### config.mk
export PLATFORM = sky130hd
export DESIGN_NAME = msfsm_input_event_gen_flat
export DESIGN_NICKNAME = d
export VERILOG_FILES = /design/src/rtl/msfsm_evt_pkg.sv /design/src/rtl/msfsm_input_event_gen_if.sv /design/src/rtl/msfsm_evt_channel.sv /design/src/rtl/msfsm_input_event_gen.sv /design/src/flat_wrapper.sv
export SDC_FILE = /design/constraint.sdc
export NUM_CORES = 1
export LEC_CHECK = 0
export CAP_MARGIN = 10
export CORE_AREA = 5 5 42 44
export DETAILED_ROUTE_END_ITERATION = 12
export DIE_AREA = 0 0 47 49
export MAX_ROUTING_LAYER = met4
export PLACE_DENSITY = 0.75
export SLEW_MARGIN = 0
export SYNTH_ARGS = -nofsm -noshare
export SYNTH_HDL_FRONTEND = slang
export SYNTH_SLANG_ARGS = --single-unit
export TNS_END_PERCENT = 100
### constraint.sdc
create_clock -name clk -period 3.24 [get_ports clk]
set_input_delay 0.486 -clock clk [delete_from_list [all_inputs] [get_ports clk]]
set_output_delay 0.486 -clock clk [all_outputs]
set_load 0.03 [all_outputs]
### src/rtl/msfsm_evt_pkg.sv
// Shared types for the input event generator: channel state encoding and overrun counter sizing.
// Overrun support is enabled by defining MSFSM_EVT_OVERRUN_EN.
package msfsm_evt_pkg;

  typedef enum logic [1:0] {
    LO     = 2'b00,
    PEND_P = 2'b01,
    HI     = 2'b10,
    PEND_M = 2'b11
  } ch_state_e;

  localparam int OVR_CNT_W = 8;
  localparam logic [OVR_CNT_W-1:0] OVR_CNT_MAX = '1;

  function automatic logic [OVR_CNT_W-1:0] sat_inc(input logic [OVR_CNT_W-1:0] v,
                                                    input logic en);
    return (en && (v != OVR_CNT_MAX)) ? v + 1'b1 : v;
  endfunction

endpackage

### src/rtl/msfsm_input_event_gen_if.sv
// Event bus between the asynchronous environment, the event generator and the Mealy FSM network.
// overrun/ovr_count exist only when MSFSM_EVT_OVERRUN_EN is defined.
interface msfsm_input_event_gen_if
  import msfsm_evt_pkg::*;
#(
  parameter int N_IN = 2
) ();

  logic [N_IN-1:0] sig_in;
  logic [N_IN-1:0] ack_p;
  logic [N_IN-1:0] ack_m;
  logic [N_IN-1:0] ev_p;
  logic [N_IN-1:0] ev_m;
  logic [N_IN-1:0] sig_level;
`ifdef MSFSM_EVT_OVERRUN_EN
  logic [N_IN-1:0]      overrun;
  logic [OVR_CNT_W-1:0] ovr_count;
`endif

  modport master (
    output sig_in, ack_p, ack_m,
    input  ev_p, ev_m, sig_level
`ifdef MSFSM_EVT_OVERRUN_EN
    , input overrun, ovr_count
`endif
  );

  modport slave (
    input  sig_in, ack_p, ack_m,
    output ev_p, ev_m, sig_level
`ifdef MSFSM_EVT_OVERRUN_EN
    , output overrun, ovr_count
`endif
  );

endinterface

### src/rtl/msfsm_evt_channel.sv
// One input channel: SYNC_STAGES-deep synchronizer feeding a four-state event FSM.
// With MSFSM_EVT_OVERRUN_EN, ovr_hit flags a pending event whose input has reverted.
//
// state  | meaning
// LO     | committed level 0, no event pending
// PEND_P | rising event pending, waiting for ack_p
// HI     | committed level 1, no event pending
// PEND_M | falling event pending, waiting for ack_m
module msfsm_evt_channel
  import msfsm_evt_pkg::*;
#(
  parameter int SYNC_STAGES = 2,
  parameter bit INIT_BIT    = 1'b0
) (
  input  logic clk,
  input  logic reset,
  input  logic sig_in,
  input  logic ack_p,
  input  logic ack_m,
  output logic ev_p,
  output logic ev_m,
  output logic sig_level
`ifdef MSFSM_EVT_OVERRUN_EN
  , output logic ovr_hit
`endif
);

  logic [SYNC_STAGES-1:0] sync_q, sync_d;
  ch_state_e              state_q, state_d;
  logic                   s;

  assign sync_d = {sync_q[SYNC_STAGES-2:0], sig_in};
  assign s      = sync_q[SYNC_STAGES-1];

  always_ff @(posedge clk) begin
    if (reset) begin
      sync_q  <= {SYNC_STAGES{INIT_BIT}};
      state_q <= INIT_BIT ? HI : LO;
    end else begin
      sync_q  <= sync_d;
      state_q <= state_d;
    end
  end

  // Acks only matter in their own pending state; a reverted input never cancels a pending event.
  always_comb begin
    state_d = state_q;
    unique case (state_q)
      LO:      if (s)      state_d = PEND_P;
      PEND_P:  if (ack_p)  state_d = HI;
      HI:      if (!s)     state_d = PEND_M;
      PEND_M:  if (ack_m)  state_d = LO;
      default:             state_d = LO;
    endcase
  end

  always_comb begin
    ev_p      = (state_q == PEND_P);
    ev_m      = (state_q == PEND_M);
    sig_level = (state_q == HI) || (state_q == PEND_M);
`ifdef MSFSM_EVT_OVERRUN_EN
    ovr_hit   = ((state_q == PEND_P) && !s) || ((state_q == PEND_M) && s);
`endif
  end

endmodule

### src/rtl/msfsm_input_event_gen.sv
// Turns asynchronous input levels into acknowledged rise/fall events for the Mealy FSM network.
// Optional sticky overrun flags and a saturating overrun counter: define MSFSM_EVT_OVERRUN_EN.
module msfsm_input_event_gen
  import msfsm_evt_pkg::*;
#(
  parameter int              N_IN        = 2,
  parameter int              SYNC_STAGES = 2,
  parameter logic [N_IN-1:0] INIT_LEVEL  = {N_IN{1'b0}}
) (
  input  logic                    clk,
  input  logic                    reset,
  msfsm_input_event_gen_if.slave  bus
);

  logic [N_IN-1:0] ev_p_w;
  logic [N_IN-1:0] ev_m_w;
  logic [N_IN-1:0] sig_level_w;
`ifdef MSFSM_EVT_OVERRUN_EN
  logic [N_IN-1:0] ovr_hit_w;
`endif

  for (genvar i = 0; i < N_IN; i++) begin : g_ch
    msfsm_evt_channel #(
      .SYNC_STAGES (SYNC_STAGES),
      .INIT_BIT    (INIT_LEVEL[i])
    ) u_ch (
      .clk       (clk),
      .reset     (reset),
      .sig_in    (bus.sig_in[i]),
      .ack_p     (bus.ack_p[i]),
      .ack_m     (bus.ack_m[i]),
      .ev_p      (ev_p_w[i]),
      .ev_m      (ev_m_w[i]),
      .sig_level (sig_level_w[i])
`ifdef MSFSM_EVT_OVERRUN_EN
      , .ovr_hit (ovr_hit_w[i])
`endif
    );
  end

  assign bus.ev_p      = ev_p_w;
  assign bus.ev_m      = ev_m_w;
  assign bus.sig_level = sig_level_w;

`ifdef MSFSM_EVT_OVERRUN_EN
  logic [N_IN-1:0]      overrun_q, overrun_d;
  logic [OVR_CNT_W-1:0] ovr_count_q, ovr_count_d;

  // Simultaneous hits on several channels count once per cycle.
  always_comb begin
    overrun_d   = overrun_q | ovr_hit_w;
    ovr_count_d = sat_inc(ovr_count_q, |ovr_hit_w);
  end

  always_ff @(posedge clk) begin
    if (reset) begin
      overrun_q   <= '0;
      ovr_count_q <= '0;
    end else begin
      overrun_q   <= overrun_d;
      ovr_count_q <= ovr_count_d;
    end
  end

  assign bus.overrun   = overrun_q;
  assign bus.ovr_count = ovr_count_q;
`endif

endmodule

### src/flat_wrapper.sv
// flat-port wrapper written by rule: the top's interface ports become plain ports
module msfsm_input_event_gen_flat import msfsm_evt_pkg::*;
#(
  parameter int              N_IN        = 2,
  parameter int              SYNC_STAGES = 2,
  parameter logic [N_IN-1:0] INIT_LEVEL  = {N_IN{1'b0}}
)
  (clk, reset, bus_sig_in, bus_ack_p, bus_ack_m, bus_ev_p, bus_ev_m, bus_sig_level);
  msfsm_input_event_gen_if #(.N_IN(N_IN)) bus_i ();
  input  logic clk;
  input  logic reset;
  input wire logic [$bits(bus_i.sig_in)-1:0] bus_sig_in;
  input wire logic [$bits(bus_i.ack_p)-1:0] bus_ack_p;
  input wire logic [$bits(bus_i.ack_m)-1:0] bus_ack_m;
  output wire logic [$bits(bus_i.ev_p)-1:0] bus_ev_p;
  output wire logic [$bits(bus_i.ev_m)-1:0] bus_ev_m;
  output wire logic [$bits(bus_i.sig_level)-1:0] bus_sig_level;
  assign bus_i.sig_in = bus_sig_in;
  assign bus_i.ack_p = bus_ack_p;
  assign bus_i.ack_m = bus_ack_m;
  assign bus_ev_p = bus_i.ev_p;
  assign bus_ev_m = bus_i.ev_m;
  assign bus_sig_level = bus_i.sig_level;
  msfsm_input_event_gen #(.N_IN(N_IN), .SYNC_STAGES(SYNC_STAGES), .INIT_LEVEL(INIT_LEVEL)) u_core (.clk(clk), .reset(reset), .bus(bus_i));
endmodule
==> flow_metrics.py, run 1 <==
metrics = {
    "cells_and_area": {
        "final_core_utilization_pct": 44.73,
        "antenna_cells": 0,
        "nNetsFinal": 80,
        "syn2layout_area_growth_pct": 25.56,
        "final_cells": 78,
        "final_layout_size_suffix_gt1_share_pct": 9.677,
    },
    "drt": {
        "wl_met1_um": 284,
        "drt-vias-per-instance": 4.372,
        "detail_route.drc_violations": 0,
        "total_number_of_vias": 341,
        "drt.antenna.violating_nets": 0,
        "detail_route.wl_per_cell_um": 8.910,
        "postRouteWirelength_um": 695,
        "met2_wirelength_um": 325,
        "firstDrtPassIters": 1,
        "met3WireLength_um": 39,
        "top_signal_layer_used": "met4",
        "initialDrtViolationCount": 0,
    },
    "min_path": {
        "min-delay-path-class": "reg -> reg",
        "hold_depth": 1,
    },
    "critical_path": {
        "timing.critical_path.fanout_max": 4,
        "worst-setup-path-type": "reg -> out",
        "crit_path_end_kind": "primary output",
        "arrival_time_at_the_worst_endpoint_ns": 1.81,
        "critical_path.cell_chain": "inv_1 > ha_1 > or2_2 > clkdlybuf4s50_1",
        "cp_slowest_cell": "clkdlybuf4s50_1",
        "critical_path.max_stage_delay_ns": 0.59,
        "ff2ff_path_depth": 5,
        "cp_data_required_time_ns": 2.75,
        "timing.critical_path.from_type": "register",
    },
    "clocking": {
        "cts.sinks": 8,
        "post_cts_hold_buffer_count": 0,
        "cts_setup_buffers": 0,
        "cts_htree_levels": 1,
        "clk_transition_reported_paths_ns": 0.06,
        "ctsLongestPathBuffers": 2,
        "clk-insertion-delay-late_ns": 0.26,
        "cts_root_buffer": "clkbuf_4",
        "numCtsBuffers": 3,
        "postCtsResizedCells": 0,
        "tritoncts": "done",
    },
    "floorplanning": {
        "die-area_sq_um": 2303,
        "number_of_core_rows": 14,
        "num_io_pins": 14,
        "die-height_um": 49,
        "core_ar_sq_um": 1401,
        "initial_core_utilization_pct": 35.63,
        "die_w_um": 47,
    },
    "grt": {
        "gr-total-overflow": 0,
        "globalRouteTotalUtil_pct": 8.472,
        "largest_net_degree_at_the_start_of_global_routing": 11,
        "antenna_found_initial": 0,
        "grt_first_pass_wirelength_um": 1228,
        "grt_pass1_vias": 308,
    },
    "placement": {
        "numPortBuffers": 13,
        "post-place-cells": 75,
        "hpwlAfterDp_um": 581,
        "worst_slack_placed_ns": 1.212,
        "gp_congestion": 0.6858,
    },
    "sta": {
        "rsz0062_at_grt": "no",
        "timing_hold_violations_final": 0,
        "min_period_over_period_pct": 70.78,
        "worst_slew_margin_rel_pct": 79.15,
        "timing.final.max_slew_violations": 0,
        "max_freq_mhz": 436.1,
        "post-route-min-period_ns": 2.293,
        "setup_violations": 0,
        "fin_setup_tns_ns": 0,
        "final.setup_skew_ns": 0.009439,
        "worst-slew-pin-transition_ns": 0.3118,
        "layout_setup_ws_ns": 0.9468,
    },
    "power": {
        "p_seq_share_pct": 30.4,
        "power_switching_uw": 172.9,
        "share_comb_of_total_power_pct": 52.6,
        "vdd_ir_drop_max_uv": 301.2,
        "power-per-cell-area_nw_per_um2": 723.1,
        "p_leak_nw": 0.2628,
        "relative_contribution_of_the_clock_network_to_total_power_pct": 17.0,
        "intPower_uw": 280.4,
        "report.power.total_uw": 453.3,
        "netSwitchingFraction_pct": 38.14,
    },
    "yosys": {
        "synth_cell_type_count": 15,
        "ys_dominant_reg_cell": "dfxtp_1",
        "synth_area_leader_cell": "dfxtp_1",
        "synth.yosys.seq_area_share_pct": 32.08,
        "yosys_top_cell_area_share_pct": 32.08,
        "synthCells": 52,
        "post_synth.cell_area_avg_sq_um": 9.601,
        "edff_count_synth": 0,
        "netlist_top_cells_count": "8 x dfxtp_1, 8 x ha_1, 8 x nand2b_1",
        "syn-num-nets": 68,
        "ys_seq_elements": 8,
        "netlist_area_sq_um": 499.2,
        "synth-async-reset-ratio_pct": 0,
        "post_synth_main_area_contributors": "dfxtp_1 32%, ha_1 20%, nand2b_1 10%",
        "ys.warnings.count": 0,
    },
    "run_status": {
        "status": "finished clean",
    },
    "run": {
        "maximum_capacitance_violations": 0,
    },
}
## flip-flops by register name (all words and copies together), names as in the netlist
| signal | cells |
|---|---|
| u_core.g_ch.u_ch.state_q | 4 |
| u_core.g_ch.u_ch.sync_q | 4 |
## metrics by stage
| stage | area [sq um] | hold WS (ns) |
|---|---|---|
| final | 626.9 | 0.4236 |
| after global routing | 626.9 | 0.4543 |
| after CTS | 626.9 | 0.4324 |
| after detailed placement | 604.3 | 0.4289 |
| after global placement | 604.3 | 0.4209 |
| after floorplan | 499.2 | 0.4138 |
## cell type report
class                           count  area (sq um)
Clock buffer                        3         22.52
Fill cell                         146         774.5
Timing Repair Buffer               13         130.1
Inverter                            4         15.01
Sequential cell                     8         160.2
Multi-Input combinational cell     34         279.0
Tap cell                           16         20.02
## power groups by stage
stage / logic, mW / registers, mW / clock network, mW
after global placement: 0.239 / 0.140 / 0
after CTS: 0.242 / 0.139 / 0.0827
after global routing: 0.266 / 0.142 / 0.0892
after detailed placement: 0.241 / 0.140 / 0
after floorplan: 0.202 / 0.137 / 0
final: 0.238 / 0.138 / 0.0773
## cell usage in the layout (no fill, tap or decap)
cell type,instances
a31oi_1,1
inv_1,4
and3_4,1
nand3_1,1
o21a_1,1
nor2b_1,4
ha_1,8
a21oi_1,1
or2_2,2
a31o_1,1
nor2_1,2
dfxtp_1,8
mux2i_1,4
clkdlybuf4s50_1,13
nand2b_1,8
clkbuf_4,3
## final timing paths
| check | slack, ns | from | endpoint |
|---|---|---|---|
| max | 0.95 | u_core.g_ch[1].u_ch.state_q[0] | bus_sig_level[1] |
| min | 0.42 | u_core.g_ch[1].u_ch.sync_q[0] | u_core.g_ch[1].u_ch.sync_q[1] |
| max reg2reg | 1.99 | u_core.g_ch[1].u_ch.state_q[0] | u_core.g_ch[1].u_ch.state_q[1] |
| min reg2reg | 0.42 | u_core.g_ch[1].u_ch.sync_q[0] | u_core.g_ch[1].u_ch.sync_q[1] |
## metal layers
layer | vias up | track usage, %
li1 | 184 | -
met1 | 145 | 8.647
met2 | 7 | 10.18
met3 | 5 | 4.428
met4 | 0 | 9.677
met5 | - | -
## critical path, delay by kind of cell (launching register included)
family,cells,cell delay (ns)
buffers and inverters,2,0.67
DFF,1,0.37
and+or+nand+nor,1,0.29
adders and majority gates,1,0.22
## cells by family (layout without fill, tap and decap cells)
group	after synthesis	in the layout	synth area share, %
AO/OA/AOI/OAI	4	4	5.515
adder cells (fa/ha/maj)	8	8	20.05
buffers and inverters	10	20	12.03
flip-flops	8	8	32.08
multiplexers	4	4	8.020
AND/OR/NAND/NOR	18	18	22.30
No activity file was read; power rests on OpenSTA's default activity.
==> inputs of run 2 (changes only) <==
Clock period 3.24 ns to 2.17 ns, I/O delays scaled along.
==> run 2 against run 1 <==
Effect of this change:
- via count unchanged
- clock-buffer cell count unchanged
- clock power increased by 49%
==> flow_metrics.py, run 2 (synthesis results as in run 1) <==
metrics = {
    "run_status": {
        "status": "finished clean",
    },
    "drt": {
        "detail_route.drc_violations": 0,
        "drt.antenna.violating_nets": 0,
        "drt-vias-per-instance": 4.372,
        "detail_route.wl_per_cell_um": 8.923,
        "total_number_of_vias": 341,
        "firstDrtPassIters": 1,
        "postRouteWirelength_um": 696,
        "initialDrtViolationCount": 0,
    },
    "clocking": {
        "numCtsBuffers": 3,
        "cts_root_buffer": "clkbuf_4",
        "cts.sinks": 8,
        "clk_transition_reported_paths_ns": 0.06,
        "cts_setup_buffers": 0,
        "ctsLongestPathBuffers": 2,
        "cts_htree_levels": 1,
        "postCtsResizedCells": 0,
        "clk-insertion-delay-late_ns": 0.26,
        "tritoncts": "done",
        "post_cts_hold_buffer_count": 0,
    },
    "min_path": {
        "hold_depth": 1,
        "hold_end": "u_core.g_ch[1].u_ch.sync_q[1]",
        "holdCritStartpoint": "u_core.g_ch[1].u_ch.sync_q[0]",
        "min-delay-path-class": "reg -> reg",
    },
    "grt": {
        "gr-total-overflow": 0,
        "antenna_found_initial": 0,
        "largest_net_degree_at_the_start_of_global_routing": 11,
        "globalRouteTotalUtil_pct": 8.472,
        "grt_pass1_vias": 308,
        "grt_first_pass_wirelength_um": 1228,
    },
    "floorplanning": {
        "core_ar_sq_um": 1401,
        "die_w_um": 47,
        "number_of_core_rows": 14,
        "die-height_um": 49,
        "num_io_pins": 14,
        "die-area_sq_um": 2303,
        "initial_core_utilization_pct": 35.63,
    },
    "power": {
        "vdd_ir_drop_max_uv": 419.2,
        "p_leak_nw": 0.2988,
        "p_seq_share_pct": 30.5,
        "share_comb_of_total_power_pct": 52.4,
        "report.power.total_uw": 674.4,
        "relative_contribution_of_the_clock_network_to_total_power_pct": 17.1,
        "power_switching_uw": 257.5,
        "power-per-cell-area_nw_per_um2": 1067,
        "intPower_uw": 416.9,
        "netSwitchingFraction_pct": 38.19,
    },
    "critical_path": {
        "timing.critical_path.fanout_max": 4,
        "timing.critical_path.from_type": "register",
        "crit_path_end_kind": "primary output",
        "worstReg2RegStart": "u_core.g_ch[1].u_ch.state_q[0]",
        "critical_path.cell_chain": "inv_1 > ha_1 > clkdlybuf4s50_1",
        "arrival_time_at_the_worst_endpoint_ns": 1.51,
        "critical_path.max_stage_delay_ns": 0.67,
        "cp_data_required_time_ns": 1.84,
        "worst-setup-path-type": "reg -> out",
        "rr_endpoint": "u_core.g_ch[1].u_ch.state_q[1]",
        "cp_slowest_cell": "clkdlybuf4s50_1",
        "r2r_slack_ns": 0.92,
        "ff2ff_path_depth": 5,
    },
    "sta": {
        "worst-slew-pin-transition_ns": 0.3233,
        "timing_hold_violations_final": 0,
        "setup_violations": 0,
        "max_freq_mhz": 544.9,
        "post-route-min-period_ns": 1.835,
        "final.setup_skew_ns": 0.009439,
        "min_period_over_period_pct": 84.57,
        "fin_setup_tns_ns": 0,
        "worst_slew_margin_rel_pct": 78.41,
        "timing.final.max_slew_violations": 0,
        "layout_setup_ws_ns": 0.3349,
        "rsz0062_at_grt": "no",
    },
    "placement": {
        "worst_slack_placed_ns": 0.3027,
        "numPortBuffers": 13,
        "gp_congestion": 0.6858,
        "placement.cell_area_sq_um": 604.3,
        "hpwlAfterDp_um": 581,
    },
    "cells_and_area": {
        "most_frequent_cells_in_the_layout": "11 x clkdlybuf4s50_1, 8 x nand2b_1, 8 x ha_1, 8 x dfxtp_1",
        "nNetsFinal": 80,
        "fillerInstances": 146,
        "final_layout_size_suffix_gt1_share_pct": 9.677,
        "antenna_cells": 0,
        "most_common_cell_after_layout_fill_and_taps_aside": "clkdlybuf4s50_1",
        "syn2layout_area_growth_pct": 26.57,
        "reg_top3": "u_core.g_ch.u_ch.state_q: 4 flops, u_core.g_ch.u_ch.sync_q: 4 flops",
        "layout.cell_area.non_filler_sq_um": 631.9,
    },
    "run": {
        "maximum_capacitance_violations": 0,
    },
}
==> run 2: layout make-up <==
class	instances	area [sq um]	area share [%]
flip-flops and latches	8	160.2	25.35
multi-input cells	34	279.0	44.16
repair buffers	13	135.1	21.39
inverters	4	15.01	2.376
clock buffers	3	22.52	3.564
well taps	16	20.02	3.168
==> run 2: metal layers <==
metal	global-route usage (%)	share of wire, %
met2	10.18	47
met1	8.647	40
met4	9.677	6.5
met5	-	0
met3	4.428	5.6
==> run 2: worst max-delay path by stage <==
stage / start / depth (start not counted) / to
after detailed placement: u_core.g_ch[1].u_ch.state_q[0] / 4 / bus_sig_level[1]
after floorplan: u_core.g_ch[1].u_ch.state_q[0] / 4 / bus_sig_level[1]
after CTS: u_core.g_ch[1].u_ch.state_q[0] / 4 / bus_sig_level[1]
after global placement: u_core.g_ch[1].u_ch.state_q[0] / 4 / bus_sig_level[1]
after global routing: u_core.g_ch[0].u_ch.state_q[1] / 2 / bus_ev_m[0]
final: u_core.g_ch[0].u_ch.state_q[1] / 3 / bus_ev_p[0]
==> run 2: through the flow <==
| step | std cells | hold slack [ns] | utilization (%) |
|---|---|---|---|
| 3_5_place_dp | 75 | 0.4289 | 43.13 |
| 4_1_cts | 78 | 0.4324 | 44.73 |
| 3_3_place_gp | 75 | 0.4209 | 43.13 |
| 5_1_grt | 78 | 0.4543 | 45.09 |
| 6_report | 78 | 0.4236 | 45.09 |
| 2_1_floorplan | 52 | 0.3971 | - |
==> run 2: worst max-delay path, delay by kind of cell, from the launching register on <==
| kind | cells | cell delay (ns) |
|---|---|---|
| fa+ha+maj | 1 | 0.16 |
| flops | 1 | 0.34 |
| buf+inv | 2 | 0.75 |
==> run 2: power groups by stage <==
| stage | sequential (mW) | clock [mW] | combinational (mW) |
|---|---|---|---|
| final | 0.206 | 0.115 | 0.353 |
| after global routing | 0.211 | 0.133 | 0.394 |
| after CTS | 0.207 | 0.123 | 0.362 |
| after detailed placement | 0.210 | 0 | 0.360 |
| after global placement | 0.208 | 0 | 0.357 |
| after floorplan | 0.204 | 0 | 0.302 |
==> inputs of run 3 (changes only) <==
Clock period 2.17 ns to 1.9 ns, I/O delays scaled along.
==> run 3 against run 2 <==
Effect of this change:
- global-route usage unchanged
- final area is 2.4% lower
- non-clock buffer count unchanged
- clock skew unchanged
- flip-flop and latch count unchanged
- hold slack unchanged
- first-iteration DRC count unchanged
- critical path type unchanged
- critical endpoint unchanged
- largest power group unchanged
==> flow_metrics.py, run 3 (synthesis results as in run 1) <==
metrics = {
    "floorplanning": {
        "die_w_um": 47,
        "core_ar_sq_um": 1401,
        "die-height_um": 49,
        "num_io_pins": 14,
        "number_of_core_rows": 14,
        "initial_core_utilization_pct": 35.63,
        "die-area_sq_um": 2303,
    },
    "cells_and_area": {
        "reg_top3": "u_core.g_ch.u_ch.state_q: 4 flops, u_core.g_ch.u_ch.sync_q: 4 flops",
        "most_frequent_cells_in_the_layout": "11 x clkdlybuf4s50_1, 8 x nand2b_1, 8 x ha_1, 8 x dfxtp_1",
        "final_layout_size_suffix_gt1_share_pct": 12.90,
        "syn2layout_area_growth_pct": 23.56,
        "nNetsFinal": 80,
        "layout.cell_area.non_filler_sq_um": 616.8,
        "antenna_cells": 0,
        "most_common_cell_after_layout_fill_and_taps_aside": "clkdlybuf4s50_1",
    },
    "critical_path": {
        "arrival_time_at_the_worst_endpoint_ns": 1.51,
        "worst-setup-path-type": "reg -> out",
        "cp_data_required_time_ns": 1.62,
        "crit_path_end_kind": "primary output",
        "timing.critical_path.from_type": "register",
        "timing.critical_path.fanout_max": 4,
    },
    "grt": {
        "grt_pass1_vias": 308,
        "grt_first_pass_wirelength_um": 1228,
        "largest_net_degree_at_the_start_of_global_routing": 11,
        "globalRouteTotalUtil_pct": 8.472,
        "antenna_found_initial": 0,
        "gr-total-overflow": 0,
    },
    "sta": {
        "worst-slew-pin-transition_ns": 0.3053,
        "timing_hold_violations_final": 0,
        "layout_setup_ws_ns": 0.1054,
        "final.setup_skew_ns": 0.009439,
        "post-route-min-period_ns": 1.795,
        "rsz0062_at_grt": "no",
        "setup_violations": 0,
        "worst_slew_margin_rel_pct": 79.58,
        "timing.final.max_slew_violations": 0,
        "max_freq_mhz": 557.2,
        "fin_setup_tns_ns": 0,
        "min_period_over_period_pct": 94.45,
    },
    "drt": {
        "initialDrtViolationCount": 0,
        "detail_route.drc_violations": 0,
        "drt-vias-per-instance": 4.372,
        "postRouteWirelength_um": 689,
        "total_number_of_vias": 341,
        "drt.antenna.violating_nets": 0,
        "detail_route.wl_per_cell_um": 8.833,
        "firstDrtPassIters": 1,
    },
    "run_status": {
        "status": "finished clean",
    },
    "run": {
        "maximum_capacitance_violations": 0,
    },
    "clocking": {
        "clk-insertion-delay-late_ns": 0.26,
        "cts_root_buffer": "clkbuf_4",
        "postCtsResizedCells": 2,
        "clk_transition_reported_paths_ns": 0.06,
        "post_cts_hold_buffer_count": 0,
        "tritoncts": "done",
        "numCtsBuffers": 3,
        "ctsLongestPathBuffers": 2,
        "cts.sinks": 8,
        "cts_setup_buffers": 0,
        "cts_htree_levels": 1,
    },
    "placement": {
        "gp_congestion": 0.6858,
        "placement.cell_area_sq_um": 604.3,
        "numPortBuffers": 13,
        "worst_slack_placed_ns": 0.07321,
        "hpwlAfterDp_um": 581,
    },
    "power": {
        "p_leak_nw": 0.2651,
        "power-per-cell-area_nw_per_um2": 1234,
        "vdd_ir_drop_max_uv": 494.8,
    },
    "min_path": {
        "min-delay-path-class": "reg -> reg",
    },
}
## run 3: stage by stage
step                      util (%)  hold slack [ns]  total power [mW]  cells
after global placement       43.13           0.4209            0.6456     75
after global routing         44.02           0.4543            0.8356     78
after detailed placement     43.13           0.4289            0.6511     75
after CTS                    44.55           0.4324            0.7812     78
after floorplan                  -           0.3566            0.5776     52
final                        44.02           0.4236            0.7610     78
## run 3: area by class of cell
cell class,instances,area (sq um)
flip-flops and latches,8,160.2
multi-input cells,34,279.0
fillers,147,784.5
well taps,16,20.02
repair buffers,13,120.1
clock buffers,3,22.52
inverters,4,15.01
## run 3: per-layer routing
layer	track usage, %	part of all wire, %
met1	8.647	41
met2	10.18	47
met3	4.428	5.7
met4	9.677	6.5
met5	-	0
## run 3: path summary, 6_finish.rpt
| kind | depth (start not counted) | startpoint | end | slack [ns] |
|---|---|---|---|---|
| worst min register to register | 1 | u_core.g_ch[1].u_ch.sync_q[0] | u_core.g_ch[1].u_ch.sync_q[1] | 0.42 |
| worst max-delay path | 3 | u_core.g_ch[0].u_ch.state_q[1] | bus_ev_p[0] | 0.11 |
| worst min-delay path | 1 | u_core.g_ch[1].u_ch.sync_q[0] | u_core.g_ch[1].u_ch.sync_q[1] | 0.42 |
| worst max register to register | 5 | u_core.g_ch[1].u_ch.state_q[0] | u_core.g_ch[1].u_ch.state_q[1] | 0.65 |
## run 3: critical path, cell delays in order (launching register included)
cell             delay, ns
dfxtp_1               0.34
inv_1                 0.08
ha_1                  0.16
clkdlybuf4s50_1       0.67
## run 3: report_power, final
part | switching, mW | leakage (nW) | total, mW | internal (mW)
clock network | 0.0594 | 0.0138 | 0.132 | 0.0724
registers | 0.0303 | 0.0658 | 0.235 | 0.205
logic | 0.205 | 0.186 | 0.394 | 0.190
